**config.mk**
```make
export PLATFORM = sky130hd
export DESIGN_NAME = dmem_responder
export DESIGN_NICKNAME = d
export VERILOG_FILES = /design/src/rtl/dmem_pkg.sv /design/src/rtl/dmem_array.sv /design/src/rtl/dmem_responder.sv
export SDC_FILE = /design/constraint.sdc
export NUM_CORES = 2
export LEC_CHECK = 0
export ABC_CLOCK_PERIOD_IN_PS = 4300
export BUFFER_PORTS_ARGS = -buffer_cell sky130_fd_sc_hd__buf_2
export CAP_MARGIN = 5
export CORE_MARGIN = 2
export CORE_UTILIZATION = 35
export CTS_CLUSTER_DIAMETER = 100
export DETAILED_ROUTE_END_ITERATION = 7
export PLACE_DENSITY = 0.57
export SLEW_MARGIN = 20
export SYNTH_ARGS = -nofsm -noshare
export SYNTH_HDL_FRONTEND = slang
export SYNTH_SLANG_ARGS = --single-unit
```
**constraint.sdc**
```tcl
create_clock -name clk -period 4.3 [get_ports clk]
set_input_delay 0.215 -clock clk [delete_from_list [all_inputs] [get_ports clk]]
set_output_delay 0.215 -clock clk [all_outputs]
set_load 0.01 [all_outputs]
```
**src/rtl/dmem_pkg.sv**
```systemverilog
// Shared types and constants for the data-memory responder.
package dmem_pkg;

  typedef enum logic [1:0] {
    IDLE = 2'd0,
    WAIT = 2'd1,
    RESP = 2'd2
  } state_t;

  localparam int unsigned DMEM_DEPTH_DEF = 64;
  localparam int unsigned DMEM_WAIT_DEF  = 2;

  function automatic int unsigned idx_width(input int unsigned depth);
    return $clog2(depth);
  endfunction

endpackage

```
**src/rtl/dmem_array.sv**
```systemverilog
// Word storage: synchronous write, combinational read, never cleared by reset.
module dmem_array
  import dmem_pkg::*;
#(
  parameter int unsigned DEPTH = DMEM_DEPTH_DEF,
  parameter int unsigned AW    = idx_width(DEPTH)
) (
  input  logic          clk,
  input  logic          we,
  input  logic [AW-1:0] addr,
  input  logic [31:0]   wdata,
  output logic [31:0]   rdata
);

  logic [31:0] mem [DEPTH];

  always_ff @(posedge clk) begin
    if (we) mem[addr] <= wdata;
  end

  assign rdata = mem[addr];

endmodule

```
**src/rtl/dmem_responder.sv**
```systemverilog
// Fixed-latency single-outstanding data-memory responder.
// Optional DMEM_ALIGN_CHECK_EN flags misaligned/out-of-range accesses.
module dmem_responder
  import dmem_pkg::*;
#(
  parameter int unsigned DEPTH       = DMEM_DEPTH_DEF,
  parameter int unsigned WAIT_CYCLES = DMEM_WAIT_DEF
) (
  input  logic        clk,
  input  logic        Reset,
  input  logic        req_valid,
  output logic        req_ready,
  input  logic        req_wr,
  input  logic [31:0] req_addr,
  input  logic [31:0] req_wdata,
  output logic        resp_valid,
  input  logic        resp_ready,
  output logic [31:0] resp_rdata,
  output logic        resp_err,
  output logic        busy
);

  localparam int unsigned AW = idx_width(DEPTH);

  state_t        state;
  logic [3:0]    cnt;
  logic          lat_wr;
  logic          lat_err;
  logic [AW-1:0] lat_idx;
  logic [31:0]   lat_wdata;
  logic [31:0]   mem_rdata;
  logic          mem_we;
  logic          addr_err;

`ifdef DMEM_ALIGN_CHECK_EN
  assign addr_err = (req_addr[1:0] != 2'b00) || (req_addr >= 32'(DEPTH * 4));
`else
  // Byte offset and upper bits are dropped so addresses alias modulo DEPTH.
  logic addr_unused;
  assign addr_err    = 1'b0;
  assign addr_unused = ^{req_addr[31:AW+2], req_addr[1:0]};
`endif

  // Gated by state so a reset during WAIT can never let a pending store land.
  assign mem_we = (state == WAIT) && (cnt == '0) && lat_wr && !lat_err;

  dmem_array #(
    .DEPTH (DEPTH),
    .AW    (AW)
  ) u_array (
    .clk   (clk),
    .we    (mem_we),
    .addr  (lat_idx),
    .wdata (lat_wdata),
    .rdata (mem_rdata)
  );

  always_ff @(posedge clk or negedge Reset) begin
    if (!Reset) begin
      state      <= IDLE;
      cnt        <= '0;
      req_ready  <= 1'b1;
      busy       <= 1'b0;
      resp_valid <= 1'b0;
      resp_rdata <= '0;
      resp_err   <= 1'b0;
      lat_wr     <= 1'b0;
      lat_err    <= 1'b0;
      lat_idx    <= '0;
      lat_wdata  <= '0;
    end else begin
      case (state)
        IDLE: begin
          if (req_valid && req_ready) begin
            lat_wr    <= req_wr;
            lat_err   <= addr_err;
            lat_idx   <= req_addr[AW+1:2];
            lat_wdata <= req_wdata;
            cnt       <= 4'(WAIT_CYCLES);
            state     <= WAIT;
            req_ready <= 1'b0;
            busy      <= 1'b1;
          end
        end
        WAIT: begin
          if (cnt != '0) begin
            cnt <= cnt - 4'd1;
          end else begin
            state      <= RESP;
            resp_valid <= 1'b1;
            resp_err   <= lat_err;
            resp_rdata <= (lat_wr || lat_err) ? '0 : mem_rdata;
          end
        end
        RESP: begin
          if (resp_valid && resp_ready) begin
            state      <= IDLE;
            resp_valid <= 1'b0;
            resp_rdata <= '0;
            resp_err   <= 1'b0;
            req_ready  <= 1'b1;
            busy       <= 1'b0;
          end
        end
        default: state <= IDLE;
      endcase
    end
  end

endmodule

```
## Word-level counts from Yosys, hierarchy flattened

Memories as Yosys holds them, arrays and structs flattened.
Index checks and enable logic that the tools add are counted.

- Register bits after elaboration: 81
- Bits in writable memories: 2048
- Bits of input ports: 69
- Output and inout port bits: 36
- Word-level logic and storage cells: 56
- Memories: 1

Memory list:

| memory | depth | width | rd ports | clocked after memory_dff | wr ports | line | text |
|---|---|---|---|---|---|---|---|
| u_array.mem | 64 | 32 | 1 | 0 | 1 | dmem_array.sv:15 | `logic [31:0] mem [DEPTH];` |

- $add $sub $neg: 1
- Eq/ne operators: 6
- Mux-type cells: 23
- Reduce and logical (&&, ||, !) cells: 15

Operator list:

| cell | number |
|---|---|
| $mux W32 | 3 |
| $pmux W32 S2 | 1 |
| $reduce_and A3 Y1 | 4 |
| $mux W1 | 8 |
| $mux W4 | 2 |
| $pmux W1 S2 | 4 |
| $pmux W4 S2 | 1 |
| $mux W2 | 3 |
| $ne A2 B2 Y1 const B | 3 |
| $pmux W2 S3 | 1 |
| $reduce_bool A2 Y1 | 3 |
| $logic_and A1 B1 Y1 | 4 |
| $logic_not A4 Y1 | 1 |
| $reduce_bool A4 Y1 | 1 |
| $sub A4 B1 Y4 const B | 1 |
| $eq A2 B1 Y1 const B | 1 |
| $eq A2 B2 Y1 const B | 1 |
| $logic_not A2 Y1 | 1 |
| $ne A2 B1 Y1 const B | 1 |
| $reduce_and A2 Y1 | 1 |

## Longest topological paths before layout

- Depth after elaboration: 5
- Depth in mapped cells: 10
- Gate-level depth less buffers: 8

## Cells and area by module

From an unflattened synthesis, not the netlist that was laid out.

- Cells, all modules: 4475
- Area, all modules: 81614.5 um^2

Modules (own cells, without submodules):

| module | times used | cells an instance | area each (um^2) | sequential area each (um^2) |
|---|---|---|---|---|
| dmem_array | 1 | 4207 | 78287.6 | 61499.0 |
| dmem_responder | 1 | 268 | 3326.9 | 2003.2 |

## Worst setup path before layout

OpenSTA, ideal clock, no wires.

- Kind: reg-to-reg
- From: reg cnt[0]
- To: mem u_array.mem[24][0], enable pin
- Setup time: 0.421 ns
- Data arrival time: 3.004 ns
- Data required time: 3.879 ns
- Setup slack: 0.875 ns
- Cell stages (with the launch flop): 9
- Buffers on the path: 0
- Clock period less this slack: 3.425 ns
- Cell sequence: dfrtp_1 -> inv_1 -> ha_1 -> or3b_1 -> nor2_2 -> nand2_1 -> nor2_1 -> nand2_1 -> nor2_1

- Cells in the longest elaborated chain, start to end: 5

RTL lines:

| what | line | text |
|---|---|---|
| start: declaration | dmem_responder.sv:26 | `logic [3:0] cnt;` |
| start signal: assignment | dmem_responder.sv:79 | `cnt <= 4'(WAIT_CYCLES);` |
| start signal: assignment | dmem_responder.sv:87 | `cnt <= cnt - 4'd1;` |
| $logic_not A4 Y1 | dmem_responder.sv:45 | `assign mem_we = (state == WAIT) && (cnt == '0) && lat_wr && !lat_err;` |
| $logic_and A1 B1 Y1 (2 in series) | dmem_responder.sv:45 |  |
| $mux W1 | dmem_array.sv:18 | `if (we) mem[addr] <= wdata;` |
| $mux W1 (implied by the code) | dmem_array.sv:18 |  |
| end: declaration | dmem_array.sv:15 |  |

Every way passes these cells.

## Final worst setup path

- From: reg lat_idx[0]
- To: reg resp_rdata[31]

- Cells in the longest elaborated chain, start to end: 4

RTL lines:

| what | line | text |
|---|---|---|
| start: declaration | dmem_responder.sv:29 | `logic [AW-1:0] lat_idx;` |
| start signal: assignment | dmem_responder.sv:77 | `lat_idx <= req_addr[AW+1:2];` |
| $mem_v2 Z64 W32 | -- |  |
| $mux W32 | dmem_responder.sv:92 | `resp_rdata <= (lat_wr \|\| lat_err) ? '0 : mem_rdata;` |
| $mux W32 | dmem_responder.sv:86 | `if (cnt != '0) begin` |
| $pmux W32 S2 | dmem_responder.sv:72 | `case (state)` |
| end signal: assignment | dmem_responder.sv:92 |  |
| end: declaration | dmem_responder.sv:18 | `output logic [31:0] resp_rdata,` |

Every way passes these cells. The select of a mux whose other input is x is not followed.
A chain may end at the register's enable or synchronous reset.

==> impl_metrics.csv <==
group,metric,value,unit
run_status,outcome,"complete, no violations",
floorplanning,rows,177,
yosys,async_reset_ff_frac,0.03759,
grt,grt_max_degree,66,
sta,hold_slack,0.06038,ns
routing,drt_wl_total,212700,um
power_and_ir_drop,power,62.63,mW
sta,slew_headroom,0.2623,
sta,setup_viol,0,
routing,drtPass1Iterations,7,
yosys,ys_ff_latch,2128,
floorplanning,initial_core_util,0.3517,
flow_run,drv_cap,0,
clocking,cts.sinks,2128,
yosys,syn_inst,4311,
clocking,h-tree-depth,4,
layout,areaGrowthSynthToFinish,15.59,%
power_and_ir_drop,max-vdd-ir-drop,810.3,uV
worst_setup_path,r2r-start,"lat_idx[0]$_DFFE_PN0P_",
yosys,synth_edf_count,2048,
worst_setup_path,startpoint,"lat_idx[0]$_DFFE_PN0P_",
floorplanning,fp.dieH,487.4,um
power_and_ir_drop,p_leak,30.80,nW
clocking,clkLatencyLatePin,0.84,ns
grt,grt_pass1_vias,41210,
worst_setup_path,rrSetupSlack,0.79,ns
floorplanning,dieArea,0.2376,mm^2
worst_setup_path,crit_path_end,"resp_rdata[31]$_DFFE_PN0P_",
worst_setup_path,critPathKind,"flip-flop to flip-flop",
placement,gpl.final_weighted_congestion,0.7627,
grt,grt_pass1_wl,301500,um
sta,max_freq,284.6,MHz
sta,grt_setup_unrepaired,"false",
yosys,syn_nets,4381,
layout,drive_above_1_share,0.1766,
layout,fillers,20620,
yosys,syn-mean-instance-area,18.97,um^2
worst_setup_path,required,4.98,ns
grt,overflow,0,
clocking,cts-root-buf,"clkbuf_16",
clocking,cts_tree,"built",
sta,fin_crit_sh,0.8170,
placement,hpwlAfterDp,118500,um
worst_setup_path,r2r-end,"resp_rdata[31]$_DFFE_PN0P_",
sta,hold_violations,0,
floorplanning,core_area,0.2325,mm^2
clocking,clkTransAtPathRegs,0.06,ns
sta,skew,0.03323,ns
yosys,synth_cell_types,48,
routing,num_vias,42150,
sta,final.setup.tns,0,ns
worst_setup_path,start_kind,"flip-flop",
clocking,cts_resized,0,
routing,drt-initial-drc-count,4214,
routing,drc,0,
yosys,synth_top_flop_cell,"edfxtp_1",
worst_setup_path,crit_path_end_kind,"flip-flop",
worst_setup_path,path_max_fanout,41,
yosys,netlist_area,0.08179,mm^2
placement,port_buffers,77,
clocking,ctsHoldBuffers,42,
yosys,synthTopCellsByArea,"edfxtp_1 (75%), mux2i_1 (10%), mux4_2 (2.9%)",
yosys,ys_warn_count,0,
clocking,cts_made_buffers,213,
floorplanning,die_w,487.4,um
routing,ant_nets,0,
routing,wire_per_inst,27.17,um
yosys,yosysSeqAreaShare,0.7764,
routing,vias_per_cell,5.383,
layout,nets,4684,
worst_setup_path,worst_r2r_path_depth,8,
grt,grt_usage,0.1752,
sta,worst_pin_slew,1.107,ns
worst_setup_path,worstPathArrival,4.20,ns
clocking,cts_setup_buffers,0,
power_and_ir_drop,p_per_area,662.5,mW/mm^2
sta,slew_viol_final,0,
yosys,synth_top_area_frac,0.7519,
yosys,synth_top_area_cell,"edfxtp_1",
sta,period_minus_slack,3.513,ns
clocking,clockBufferDepth,3,
floorplanning,ioPinCount,105,
grt,antenna_found_initial,5,
worst_hold_path,hp-class,"input pin to asynchronous set/reset pin",
[Yosys cell counts, types with 3 or more instances]
library cell	n
a22oi_1	284
nand3_1	130
buf_1	18
edfxtp_1	2048
buf_2	42
o21ai_1	56
buf_6	16
nand4_1	65
buf_4	74
nand2_1	47
dfrtp_1	79
nor3_1	3
nand2b_1	4
mux4_2	104
nor2b_1	4
clkbuf_1	100
nor3b_1	3
mux2i_1	823
inv_1	5
clkbuf_4	4
o21ai_0	72
a221oi_1	31
o22ai_1	122
buf_8	4
mux2_2	40
nor2_1	102
[worst max-delay path, stage by stage (launching register included)]
cell and delay [ns]:
dfrtp_4 1.01, buf_4 0.43, buf_4 0.26, mux4_2 0.52, mux2i_1 0.40, o22ai_1 0.18, nor3_1 0.22, buf_4 0.18
o21ai_1 0.06
[flip-flops by register name, indices dropped and copies added, names as in the netlist]
register,cells
resp_rdata,32
resp_valid,1
lat_wdata,32
state,2
lat_idx,6
busy,1
lat_wr,1
u_array.mem,2048
cnt,4
req_ready,1
[stage by stage]
step                      utilization  instance area (um^2)  setup WS [ns]  cells
final                          0.4066                 94540         0.7868   7830
after global routing           0.4066                 94540         0.6798   7829
after CTS                      0.4063                 94490         0.7862   7828
after detailed placement       0.3764                 87530         0.8017   7400
after global placement         0.3764                 87530         0.8394   7400
after floorplan                     -                 81790         0.8751   4311
[layout by cell type (no fill, tap or decap), types with 64 or more instances in the layout]
cell       synthesis  layout
o21ai_0           72      72
clkbuf_16          0     217
nand3_1          130     130
o22ai_1          122     122
mux2i_1          823     823
edfxtp_1        2048    2048
a22oi_1          284     284
nand4_1           65      65
buf_2             42      76
buf_4             74     172
clkbuf_1         100      64
nor2_4             0      66
mux4_2           104     104
[final cells by class]
cell class / count / area, um^2 / share of cell area
sequential: 2128 / 63600 / 0.6727
clock inverter: 96 / 745.7 / 0.007888
multi-input combinational: 1918 / 17320 / 0.1832
antenna: 2 / 5.005 / 0.00005294
clock buffer: 290 / 5794 / 0.06129
timing repair buffer: 348 / 3253 / 0.03441
inverter: 5 / 18.77 / 0.0001985
tap: 3043 / 3807 / 0.04027
[how the worst min path moves through the flow]
stage | to | start
2_1_floorplan | busy$_DFFE_PN0P_ | Reset
3_3_place_gp | lat_wdata[22]$_DFFE_PN0P_ | Reset
4_1_cts | lat_wdata[28]$_DFFE_PN0P_ | Reset
6_report | lat_wdata[28]$_DFFE_PN0P_ | Reset
5_1_grt | lat_wdata[30]$_DFFE_PN0P_ | Reset
3_5_place_dp | lat_wdata[22]$_DFFE_PN0P_ | Reset
[layer usage]
| layer | track usage | routed length (um) | part of all wire |
|---|---|---|---|
| met5 | 0 | 0 | 0 |
| met4 | 0.05059 | 5521 | 0.026 |
| met3 | 0.02290 | 12290 | 0.058 |
| met2 | 0.2832 | 101500 | 0.48 |
| met1 | 0.2476 | 93340 | 0.44 |
[cells by family (layout without fill, tap and decap cells)]
kind of cell | Yosys count | in the layout | share of synthesized area
mux | 967 | 967 | 0.1349
fa+ha+maj | 1 | 1 | 0.0001530
buf+inv | 265 | 739 | 0.01862
xor+xnor | 2 | 2 | 0.0002142
compound gates | 571 | 571 | 0.04718
other cells | 1 | 3 | 0.00004585
flops | 2128 | 2128 | 0.7764
simple gates | 376 | 376 | 0.02250
[power by group]
part	internal, mW	total, mW	switching [mW]
combinational	6.00	16.4	10.4
sequential	26.2	28.7	2.53
clock	9.96	17.6	7.60
total	42.1	62.6	20.5
Power figures use the tool's default switching activity.
